==> config.mk <==
export PLATFORM = sky130hd
export DESIGN_NAME = prga_prog_serializer
export DESIGN_NICKNAME = d
export VERILOG_FILES = /design/src/rtl/prga_prog_serializer.sv
export SDC_FILE = /design/constraint.sdc
export NUM_CORES = 1
export LEC_CHECK = 0
export CAP_MARGIN = 20
export CORE_ASPECT_RATIO = 0.75
export CORE_MARGIN = 2
export CORE_UTILIZATION = 44
export CTS_CLUSTER_SIZE = 40
export DETAILED_ROUTE_END_ITERATION = 10
export PLACE_DENSITY = 0.76
export RECOVER_POWER = 25
export SLEW_MARGIN = 20
export SYNTH_ARGS = -nofsm -noshare
export SYNTH_HDL_FRONTEND = slang
export SYNTH_SLANG_ARGS = --single-unit
==> constraint.sdc <==
create_clock -name prog_clk -period 2.7 [get_ports prog_clk]
set_clock_uncertainty 0.1 [all_clocks]
set_input_delay 0.81 -clock prog_clk [delete_from_list [all_inputs] [get_ports prog_clk]]
set_output_delay 0.81 -clock prog_clk [all_outputs]
set_load 0.005 [all_outputs]
==> src/rtl/prga_prog_serializer.sv <==
// prga_prog_serializer
//   Converts a stream of bitstream words into the serial prog_we/prog_din
//   interface of a PRGA fabric configuration chain. Each accepted word is
//   shifted out MSB first, one bit per clock. Consecutive words stream with no
//   gap when the next word is ready during the last bit of the previous one.
//   After the word flagged with s_last, the chain is left idle for
//   DRAIN_CYCLES clocks and then prog_done is raised.
//
//   Optional feature: define PRGA_PROG_CRC_EN to compute a CRC-16-CCITT
//   (poly 0x1021, init 0xFFFF, MSB first, no final XOR) over the emitted bits.
//   With crc_ok asserted in DONE when the CRC equals crc_expected. Without the
//   macro, crc_value is tied to 0, crc_ok to 1, and crc_expected is ignored.
//
// Ports
//   prog_clk      clock
//   prog_rst_n    synchronous active-low reset
//   start         one-cycle pulse starting a session (accepted in IDLE/DONE)
//   s_valid/s_ready/s_data/s_last   word stream (valid/ready handshake)
//   prog_we       high for every cycle carrying a valid bit
//   prog_din      serial bit (don't-care while prog_we is low)
//   prog_done     session complete; held until reset or start
//   busy          high in RUN, SHIFT and DRAIN
//   bit_cnt       bits emitted this session, saturating
//   crc_expected  reference CRC for the session
//   crc_value     running CRC of the emitted bits
//   crc_ok        CRC match flag
module prga_prog_serializer #(
    parameter int WORD_WIDTH   = 32,
    parameter int DRAIN_CYCLES = 4,
    parameter int CNT_WIDTH    = 24
) (
    input  logic                  prog_clk,
    input  logic                  prog_rst_n,
    input  logic                  start,
    input  logic                  s_valid,
    output logic                  s_ready,
    input  logic [WORD_WIDTH-1:0] s_data,
    input  logic                  s_last,
    output logic                  prog_we,
    output logic                  prog_din,
    output logic                  prog_done,
    output logic                  busy,
    output logic [CNT_WIDTH-1:0]  bit_cnt,
    input  logic [15:0]           crc_expected,
    output logic [15:0]           crc_value,
    output logic                  crc_ok
);

    localparam int IDX_W = (WORD_WIDTH > 1) ? $clog2(WORD_WIDTH) : 1;
    localparam logic [IDX_W-1:0] REM_LOAD   = IDX_W'(WORD_WIDTH - 1);
    localparam logic [7:0]       DRAIN_LOAD = 8'(DRAIN_CYCLES - 1);

    typedef enum logic [2:0] {
        IDLE,
        RUN,
        SHIFT,
        DRAIN,
        DONE
    } state_t;

    function automatic logic [CNT_WIDTH-1:0] sat_inc(input logic [CNT_WIDTH-1:0] v);
        return (&v) ? v : v + CNT_WIDTH'(1);
    endfunction

    state_t                 state;
    state_t                 state_nxt;
    logic [WORD_WIDTH-1:0]  shreg;
    logic [WORD_WIDTH-1:0]  shreg_nxt;
    // Number of bits of the current word still to come after the one on prog_din.
    logic [IDX_W-1:0]       rem;
    logic [IDX_W-1:0]       rem_nxt;
    logic                   last_word;
    logic                   last_nxt;
    logic [7:0]             drain_cnt;
    logic [7:0]             drain_nxt;
    logic                   s_ready_nxt;
    logic                   prog_we_nxt;
    logic                   prog_din_nxt;
    logic [CNT_WIDTH-1:0]   bit_cnt_nxt;
    logic                   load_word;
    logic                   clear;
    logic                   accept;

    assign accept = s_valid && s_ready;

    always_comb begin
        state_nxt    = state;
        shreg_nxt    = shreg;
        rem_nxt      = rem;
        last_nxt     = last_word;
        drain_nxt    = drain_cnt;
        s_ready_nxt  = 1'b0;
        prog_we_nxt  = 1'b0;
        prog_din_nxt = prog_din;
        bit_cnt_nxt  = bit_cnt;
        load_word    = 1'b0;
        clear        = 1'b0;

        case (state)
            IDLE: begin
                if (start) begin
                    state_nxt   = RUN;
                    s_ready_nxt = 1'b1;
                    clear       = 1'b1;
                end
            end
            RUN: begin
                if (accept) begin
                    load_word = 1'b1;
                end else begin
                    s_ready_nxt = 1'b1;
                end
            end
            SHIFT: begin
                if (rem != '0) begin
                    prog_we_nxt  = 1'b1;
                    prog_din_nxt = shreg[WORD_WIDTH-1];
                    shreg_nxt    = shreg << 1;
                    rem_nxt      = rem - IDX_W'(1);
                    // Open the handshake while the final bit is on the wire so a
                    // waiting word follows without a bubble.
                    s_ready_nxt  = (rem == IDX_W'(1)) && !last_word;
                end else if (last_word) begin
                    state_nxt = DRAIN;
                    drain_nxt = DRAIN_LOAD;
                end else if (accept) begin
                    load_word = 1'b1;
                end else begin
                    state_nxt   = RUN;
                    s_ready_nxt = 1'b1;
                end
            end
            DRAIN: begin
                if (drain_cnt == 8'd0) begin
                    state_nxt = DONE;
                end else begin
                    drain_nxt = drain_cnt - 8'd1;
                end
            end
            DONE: begin
                if (start) begin
                    state_nxt   = RUN;
                    s_ready_nxt = 1'b1;
                    clear       = 1'b1;
                end
            end
            default: begin
                state_nxt = IDLE;
            end
        endcase

        // First bit of a new word goes out on the same edge that accepts it.
        if (load_word) begin
            state_nxt    = SHIFT;
            prog_we_nxt  = 1'b1;
            prog_din_nxt = s_data[WORD_WIDTH-1];
            shreg_nxt    = s_data << 1;
            rem_nxt      = REM_LOAD;
            last_nxt     = s_last;
            s_ready_nxt  = (WORD_WIDTH == 1) && !s_last;
        end

        if (clear) begin
            bit_cnt_nxt = '0;
        end
        if (prog_we_nxt) begin
            bit_cnt_nxt = sat_inc(bit_cnt);
        end
    end

    always_ff @(posedge prog_clk) begin
        if (!prog_rst_n) begin
            state     <= IDLE;
            rem       <= '0;
            last_word <= 1'b0;
            drain_cnt <= 8'd0;
            s_ready   <= 1'b0;
            prog_we   <= 1'b0;
            prog_din  <= 1'b0;
            prog_done <= 1'b0;
            busy      <= 1'b0;
            bit_cnt   <= '0;
        end else begin
            state     <= state_nxt;
            rem       <= rem_nxt;
            last_word <= last_nxt;
            drain_cnt <= drain_nxt;
            s_ready   <= s_ready_nxt;
            prog_we   <= prog_we_nxt;
            prog_din  <= prog_din_nxt;
            prog_done <= (state_nxt == DONE);
            busy      <= (state_nxt != IDLE) && (state_nxt != DONE);
            bit_cnt   <= bit_cnt_nxt;
        end
    end

    // Shift register holds payload only; a reset abandons it by leaving SHIFT.
    always_ff @(posedge prog_clk) begin
        shreg <= shreg_nxt;
    end

`ifdef PRGA_PROG_CRC_EN
    function automatic logic [15:0] crc_step(input logic [15:0] crc, input logic b);
        logic fb;
        fb = crc[15] ^ b;
        return {crc[14:0], 1'b0} ^ (fb ? 16'h1021 : 16'h0000);
    endfunction

    logic [15:0] crc_nxt;

    always_comb begin
        crc_nxt = crc_value;
        if (clear) begin
            crc_nxt = 16'hFFFF;
        end
        if (prog_we_nxt) begin
            crc_nxt = crc_step(crc_value, prog_din_nxt);
        end
    end

    always_ff @(posedge prog_clk) begin
        if (!prog_rst_n) begin
            crc_value <= 16'hFFFF;
            crc_ok    <= 1'b0;
        end else begin
            crc_value <= crc_nxt;
            crc_ok    <= (state_nxt == DONE) && (crc_nxt == crc_expected);
        end
    end
`else
    logic unused_crc_expected;

    assign unused_crc_expected = ^crc_expected;
    assign crc_value           = 16'h0000;
    assign crc_ok              = 1'b1;
`endif

endmodule

==> results.cfg <==
[cells_and_area]
nFillCells = 732
areaGrowthSynthToFinish_pct = 30.0
drive_above_1_share_pct = 10.0
diodes = 0
final_nets = 573
utilization_pct = 58.8

[pwr]
p_comb_share_pct = 8.8
p_sw_share_pct = 22.3
p_int_mw = 2.17
leakagePower_nw = 2.00
vdd.ir_drop.worst_v = 0.000316
p_sw_mw = 0.623
clockPowerShare_pct = 46.3
power_frac_seq_pct = 44.9
p_per_area_nw_per_um2 = 562

[sta]
fmax_mhz = 398
finalCritPeriodShare_pct = 93.0
report.final.slew_viol_count = 0
hold_viol_final = 0
finalSetupTns_ps = 0
rsz0062_at_grt = no
setup_violations = 0
relSlewSlack_pct = 59.5
holdWs_ps = 383
worst_pin_slew_ps = 606
layout_min_cycle_time_ps = 2510

[route]
vias_per_cell = 5.25
drtPass1Iterations = 5
ant_nets = 0
vias = 3290
drtIter0Drc = 209
drc_errors = 0
wl_per_cell_um = 14.2
routed_wl_um = 8880

[global_routing]
grt_pass1_vias = 3140
grt_max_degree = 38
antenna_found_initial = 0
overflow = 0
grt_pass1_wl_um = 14700
grt.total_usage_pct = 19.0

[setup_path]
crit_arrival_ps = 2670
reg2reg_depth = 8
r2r-end = drain_cnt[7]
reg2reg_from = rem[0]
reg2reg_slack_ps = 190
crit_chain = inv_1 > ha_1 > nor4b_4 > a21oi_2 > a211oi_4 > nand2_2 > or4_1 > a21oi_1
path_class = flop to flop
cp_max_fo = 9
critPathLaunchType = flop
cpPeakStageDelay_ps = 480
crit_required_ps = 2860
cp-end-kind = flop
cp_slowest_cell = nor4b_4

[die]
start_util_pct = 45.2
core_um2 = 8450
dieArea_um2 = 9460
chipHeight_um = 84.7
top_level_ports = 99
rows = 29
die_w_um = 112

[placement]
gp_congestion = 0.838
post-dp-hpwl_um = 5980
port_buffers = 65

[synthesis]
synth_area_leaders = edfxtp_1, dfxtp_1, nand2_1, nor2_1, a21oi_1
netlist_area_um2 = 3820
ys_seq_area_share_pct = 48.4
synth_largest_area_cell = edfxtp_1
yosysWarnings = 0
yosys.cell_count.top_type = nand2_1
synth_cell_type_count = 57
synth_cells = 439
synth_edf_count = 31
synth-seq-cells = 77
synth_top_area_share_pct = 24.3
synth_common_cells = nand2_1, nor2_1, dfxtp_1
synth-main-ff-cell = dfxtp_1
avgSynthCellArea_um2 = 8.71
async_flop_share_pct = 0

[worst_hold_path]
worstHoldPathType = flop to flop
hold-path-endpoint = bit_cnt[19]
holdPathStages = 1
hold_start = bit_cnt[19]

[outcome]
status = finished, final reports clean

[cts]
path_clk_slew_ps = 60
tritoncts = yes
cts_root_buf = clkbuf_16
cts_buffer_depth = 2
numCtsBuffers = 9
clock_latency_ps = 330
post_cts_buffers = 0
h-tree-depth = 3
cts_sinks = 77

[flow_run]
cap_violations = 0
[state kept, by name, summed over array words and instances, names as in the netlist]
signal     cells
shreg         31
state          3
prog_done      1
bit_cnt       24
s_ready        1
prog_din       1
rem            5
drain_cnt      8
prog_we        1
busy           1
last_word      1
[power groups by stage]
stage               Clock [mW]  Combinational (mW)  Sequential, mW
floorplan                    0               0.147            1.27
global placement             0               0.238            1.28
detailed placement           0               0.244            1.28
CTS                       1.32               0.248            1.25
global route              1.36               0.269            1.26
finish                    1.29               0.246            1.25
[kinds of logic (layout without fill, tap and decap cells)]
| logic type | after synthesis | count (layout) | share of synthesized area, % |
|---|---|---|---|
| flip-flops | 77 | 77 | 48.4 |
| multiplexers | 3 | 3 | 0.818 |
| AO/OA/AOI/OAI | 73 | 73 | 12.2 |
| XOR/XNOR | 12 | 12 | 2.75 |
| other | 2 | 17 | 0.196 |
| adder cells (fa/ha/maj) | 6 | 6 | 1.96 |
| buffers and inverters | 47 | 112 | 6.81 |
| AND/OR/NAND/NOR | 219 | 219 | 26.8 |
[how the worst max path moves through the flow]
stage          slack, ps  cells after the start     from            to
2_1_floorplan        170                      9   rem[0]   bit_cnt[18]
3_3_place_gp          70                      8  s_valid   bit_cnt[21]
3_5_place_dp          30                      8  s_valid   bit_cnt[21]
4_1_cts              180                      8   rem[0]  drain_cnt[7]
5_1_grt               30                      8   rem[0]  drain_cnt[7]
6_report             190                      8   rem[0]  drain_cnt[7]
[area by class of cell]
class / count / area (um^2) / share of cell area [%]
Sequential cell: 77 / 1850 / 37.2
Multi-Input combinational cell: 330 / 1770 / 35.6
Clock buffer: 9 / 225 / 4.53
Tap cell: 108 / 135 / 2.72
Inverter: 14 / 52.6 / 1.06
Clock inverter: 7 / 97.6 / 1.96
Timing Repair Buffer: 82 / 841 / 16.9
[worst max-delay path, delay by kind of cell, from the launching register on]
kind            cells  cell delay [ps]
fa+ha+maj           1              200
compound gates      3              670
simple gates        3             1020
flops               1              340
buf+inv             1              100
[routing by layer]
layer / track usage [%] / wire (um)
met5: 0 / 0
met4: 4.94 / 65
met3: 4.98 / 486
met2: 31.3 / 4300
met1: 25.0 / 4030
[repair_timing]
item,4_1_cts,5_1_grt
hold buffers,0,0
resized for setup,0,1
endpoints found under the setup margin,0,2
[metrics by stage]
| step | cell area, um^2 | worst slack (ps) | instances | total power [mW] |
|---|---|---|---|---|
| 2_1_floorplan | 3880 | 165 | 454 | 1.42 |
| 3_3_place_gp | 4650 | 66.0 | 611 | 1.52 |
| 3_5_place_dp | 4650 | 27.2 | 611 | 1.52 |
| 4_1_cts | 4980 | 184 | 627 | 2.82 |
| 5_1_grt | 4970 | 28.6 | 627 | 2.89 |
| 6_report | 4970 | 188 | 627 | 2.79 |
[cell usage in the layout, fill, tap and decap left out, types with 4 or more instances in the layout]
| cell | count |
|---|---|
| clkdlybuf4s50_1 | 40 |
| buf_4 | 12 |
| ha_1 | 6 |
| buf_12 | 5 |
| xor2_1 | 8 |
| nand2_1 | 108 |
| edfxtp_1 | 31 |
| conb_1 | 17 |
| xnor2_1 | 4 |
| a22oi_1 | 4 |
| nand4_1 | 6 |
| inv_1 | 12 |
| clkbuf_16 | 9 |
| o21ai_0 | 17 |
| nor3_1 | 10 |
| nor2_1 | 47 |
| dlygate4sd3_1 | 25 |
| and2_1 | 4 |
| a21oi_1 | 30 |
| dfxtp_1 | 46 |
| nand3_1 | 11 |
(Power assumes the default switching activity.)
==> edit 1, RTL diff (config.mk and constraints unchanged) <==
Build with the macro `PRGA_PROG_CRC_EN` defined.
--- a/src/rtl/prga_prog_serializer.sv
+++ b/src/rtl/prga_prog_serializer.sv
@@ -25,4 +25,6 @@
 //   crc_value     running CRC of the emitted bits
 //   crc_ok        CRC match flag
+`define PRGA_PROG_CRC_EN
+
 module prga_prog_serializer #(
     parameter int WORD_WIDTH   = 32,
Function: changed (Yosys sat finds a counterexample within 4 cycles, from zero or initial values and one cycle with prog_rst_n low).
==> edit 1 against the original RTL <==
Sequential cell count increased by 17. Synthesized area grew 26%. Core utilization increased by 5.5 points. Final cell count increased by 38%. Worst setup slack lost 0.17 ns. Sequential share of layout area shrank 5.6 points. Power grew 16%. Wire length increased by 67%. Design area increased by 39%.
==> edit 1: results (changes against the original RTL) <==
Run status
The run finished with clean final reports.

Placed design
The pre-CTS setup slack was -0.647 ns (-0.675 ns).

Clock network
The clock network latency to the later pin of the worst-skew pair is 0.35 ns (+0.02 ns).

Routing
The met3 wire length is 948 um (+95%). The routed length on met1 is 6730 um (+67%). The met2 wire length came to 6850 um (+59%). The total number of vias is 4,948 (+50%).

Hold path
For hold timing, the worst endpoint is bit_cnt[10]. In this run the most critical hold path is launched from bit_cnt[10].

Finish
The multi-input gate area in the final layout is 0.00259 mm^2 (+47%). The non-clock buffer share of cell area is 23.9% (+6.9 points). The number of filler instances in the final layout came to 839 (+15%). The flip-flop and latch area is 0.00219 mm^2 (+18%). The inverter count is 7 (-7). The largest registers in the layout are shreg (31), bit_cnt (24), crc_value (16).

Critical path
The endpoint identified for the worst register-to-register timing path is crc_ok. The arrival time at the worst endpoint is 2.85 ns (+0.18 ns). The register-to-register setup slack came to 0.01 ns (-0.17 ns). The highest net fanout along the worst path came to 7 (-2).

Logic synthesis
Yosys attributes the largest share of cell area to sky130_fd_sc_hd__dfxtp_1 (26%), sky130_fd_sc_hd__edfxtp_1 (19%), sky130_fd_sc_hd__nand2_1 (9.5%). The number of distinct library cell variants in the gate-level netlist after synthesis is 63 (+11%). By count the netlist is led by sky130_fd_sc_hd__nand2_1 (122), sky130_fd_sc_hd__dfxtp_1 (63), sky130_fd_sc_hd__nor2_1 (52).

Floorplanning
The floorplan die width is 125 um (+12%).

Power and ir drop
The reported leakage power was 2.66 nW (+33%).

STA
The final critical-path required period is 2.69 ns (+0.174 ns).

Global route
The global routing met2 resource utilization came to 38.8% (+7.5 points). The met1 usage in global routing is 32.6% (+7.5 points). The fraction of met3 tracks used by global routing is 4.36% (-0.62 points).
edit 1: cell types whose count changed in the layout (fill, tap and decap cells not counted), moves of 6 or more:
cell and delta:
sky130_fd_sc_hd__nand3b_1 +6, sky130_fd_sc_hd__inv_1 -9, sky130_fd_sc_hd__a211o_1 +8, sky130_fd_sc_hd__and3_1 +9, sky130_fd_sc_hd__conb_1 -17, sky130_fd_sc_hd__clkdlybuf4s50_1 +56, sky130_fd_sc_hd__dlygate4sd3_1 -25, sky130_fd_sc_hd__o21ai_0 +9
sky130_fd_sc_hd__buf_4 +56, sky130_fd_sc_hd__dfxtp_1 +16, sky130_fd_sc_hd__o211ai_1 +21, sky130_fd_sc_hd__a21oi_1 +12, sky130_fd_sc_hd__nand2_1 +14
edit 1: per-stage QoR:
step	hold WS (ns)	utilization, %	std cells	TNS (ns)	total power, mW
after floorplan	0.357	-	562	0	1.72
final	0.403	64.3	866	0	3.23
after detailed placement	0.375	59.0	840	-31.77	1.95
after global placement	0.363	59.0	840	-25.82	1.95
after CTS	0.394	62.5	859	0	3.20
after global routing	0.424	64.3	866	-0.0982	3.32
edit 1: cells by family after synthesis:
kind of cell               synth area share (%)
buffers and inverters                      3.62
AOI/OAI and AO/OA                          18.0
DFF                                        45.6
xor gates and xnor gates                   3.64
and+or+nand+nor                            27.3
muxes                                     0.234
adders and majority gates                  1.56
edit 1: repair_timing:
action | CTS | global route
resized for setup | 14 | 34
pin swaps | 8 | 13
cloned | 1 | 0
setup endpoints to repair | 51 | 14
hold endpoints to repair | 0 | 0
setup buffers | 2 | 7
edit 1: report_power, final:
part	internal, mW	switching, mW	total (mW)
sequential	1.49	0.0296	1.52
combinational	0.253	0.223	0.477
clock	0.636	0.596	1.23
==> edit 2, RTL diff (same settings) <==
Made on the original files. Encoding of `state_t`: now one-hot (5 bits for 5 states).
--- a/src/rtl/prga_prog_serializer.sv
+++ b/src/rtl/prga_prog_serializer.sv
@@ -51,10 +51,10 @@
     localparam logic [7:0]       DRAIN_LOAD = 8'(DRAIN_CYCLES - 1);
 
-    typedef enum logic [2:0] {
-        IDLE,
-        RUN,
-        SHIFT,
-        DRAIN,
-        DONE
+    typedef enum logic [4:0] {
+        IDLE  = 5'b00001,
+        RUN   = 5'b00010,
+        SHIFT = 5'b00100,
+        DRAIN = 5'b01000,
+        DONE  = 5'b10000
     } state_t;
 
Behaviour: same outputs for any inputs over 10 cycles, from zero or initial values and one cycle with prog_rst_n low; not proved beyond that.
==> edit 2 against the original RTL <==
Design area rose by 4.0%. Synthesized cell count fell by 9.1%. Critical path depth fell by 2. Highest routed layer unchanged. Synthesized area rose by 3.7%. Worst setup slack got worse by 0.087 ns. Wire length rose by 5.8%. Power fell by 2.6%. Sequential cell count rose by 2. Final cell count fell by 4.3%. Largest power group unchanged. Critical path type unchanged.
==> edit 2: results (changes against the original RTL) <==
Logic synthesis
The synthesized instance count is 399 (-9.1%). The adder and majority cell fraction of the synthesized area is 1.89% (-0.069 points). The compound-gate portion of the synthesized area is 14.0% (+1.7 points). Ranked by instance count, the synthesized netlist is headed by sky130_fd_sc_hd__dfxtp_1 (48), sky130_fd_sc_hd__nand2_1 (38), sky130_fd_sc_hd__edfxtp_1 (31), sky130_fd_sc_hd__mux2_2 (31), sky130_fd_sc_hd__nor2_1 (26). The post-synthesis xor/xnor area fraction is 1.55% (-1.2 points). The share of cell area taken by muxes after synthesis is 9.82% (+9.0 points).

Global route
The via count of the first global-routing pass is 3,209 (+2.2%). The wire length of the first global-routing pass is 15,200 um (+3.7%). The met1 usage in global routing was 25.4% (+0.36 points). The largest net degree at the start of global routing is 25 (-34%). The fraction of met3 tracks used by global routing is 5.38% (+0.40 points). The total routing resource utilization after global routing is 19.2% (+0.25 points).

Finish
The non-clock buffer count in the final layout was 93 (+13%). The clock-cell share of area is 6.22% (-0.28 points). The fraction of area in multi-input gates is 36.6% (+1.0 points).

The multi-input combinational gate total is 290 (-12%). The proportion of layout cells with a drive suffix above 1 is 17.3% (+7.3 points). The layout net count is 546 (-4.7%). The non-clock buffer share of cell area is 17.0% (+0.071 points).

The flip-flop and latch area was 0.00189 mm^2 (+2.2%). The multi-input gate area in the final layout is 0.00189 mm^2 (+7.0%). The number of filler instances in the final layout is 715 (-2.3%).

Routing
The detailed-routing iteration count for the pre-antenna-repair pass is 4 (-1). The total number of vias is 3,346 (+1.7%). The met3 wire length is 660 um (+36%). The average routed wire per standard cell is 15.7 um (+11%). The DRC violation total after the first TritonRoute iteration is 181 (-13%).

The routed length on met1 was 4240 um (+5.3%).

Placed design
The pre-CTS setup slack is -0.273 ns (-0.300 ns). The final weighted congestion in routability-driven placement came to 0.880 (+5.1%). The cell area after placement came to 0.00485 mm^2 (+4.2%). The half-perimeter wire length after placement is 6660 um (+11%).

Critical path
The register-to-register setup slack is 0.10 ns (-0.09 ns). The path depth of the worst reg2reg path is 6 (-2). The reg-to-reg endpoint is shreg[28]. The most critical setup path has its endpoint at shreg[28]. The arrival time at the worst endpoint was 2.58 ns (-0.09 ns).

Power and ir drop
The reported leakage power is 1.91 nW (-4.5%). The clock power share is 47.6% (+1.3 points). The switching share of power is 21.2% (-1.1 points). The maximum vdd drop was 0.295 mV (-6.5%).

Hold path
The depth of the worst hold-timing path is 2 (+1). The worst hold path begins at drain_cnt[4]. The worst hold path terminates at drain_cnt[4].

Clock network
The number of sinks handled by clock tree synthesis is 79 (+2.6%).

Run status
The flow ran to the end, and the final reports show no timing, DRC or antenna violations.
[edit 2: changes by cell type after synthesis, sizes merged, moves of 4 or more]
| cell | unedited run | this run |
|---|---|---|
| a22oi | 4 | 0 |
| nor3 | 11 | 7 |
| a31oi | 2 | 10 |
| nand2 | 109 | 38 |
| nor2 | 48 | 26 |
| o311ai | 0 | 7 |
| clkbuf | 11 | 4 |
| a21oi | 32 | 17 |
| xor2 | 8 | 4 |
| o211ai | 0 | 5 |
| nand3 | 11 | 25 |
| mux2 | 1 | 31 |
| buf | 22 | 27 |
[edit 2: worst max-delay path, cell delays in order, from the launching register on]
cell and delay [ns]:
sky130_fd_sc_hd__dfxtp_1 0.35, sky130_fd_sc_hd__inv_1 0.09, sky130_fd_sc_hd__ha_1 0.20, sky130_fd_sc_hd__or4b_2 0.67
sky130_fd_sc_hd__o31ai_4 0.33, sky130_fd_sc_hd__buf_4 0.25, sky130_fd_sc_hd__mux2_2 0.36
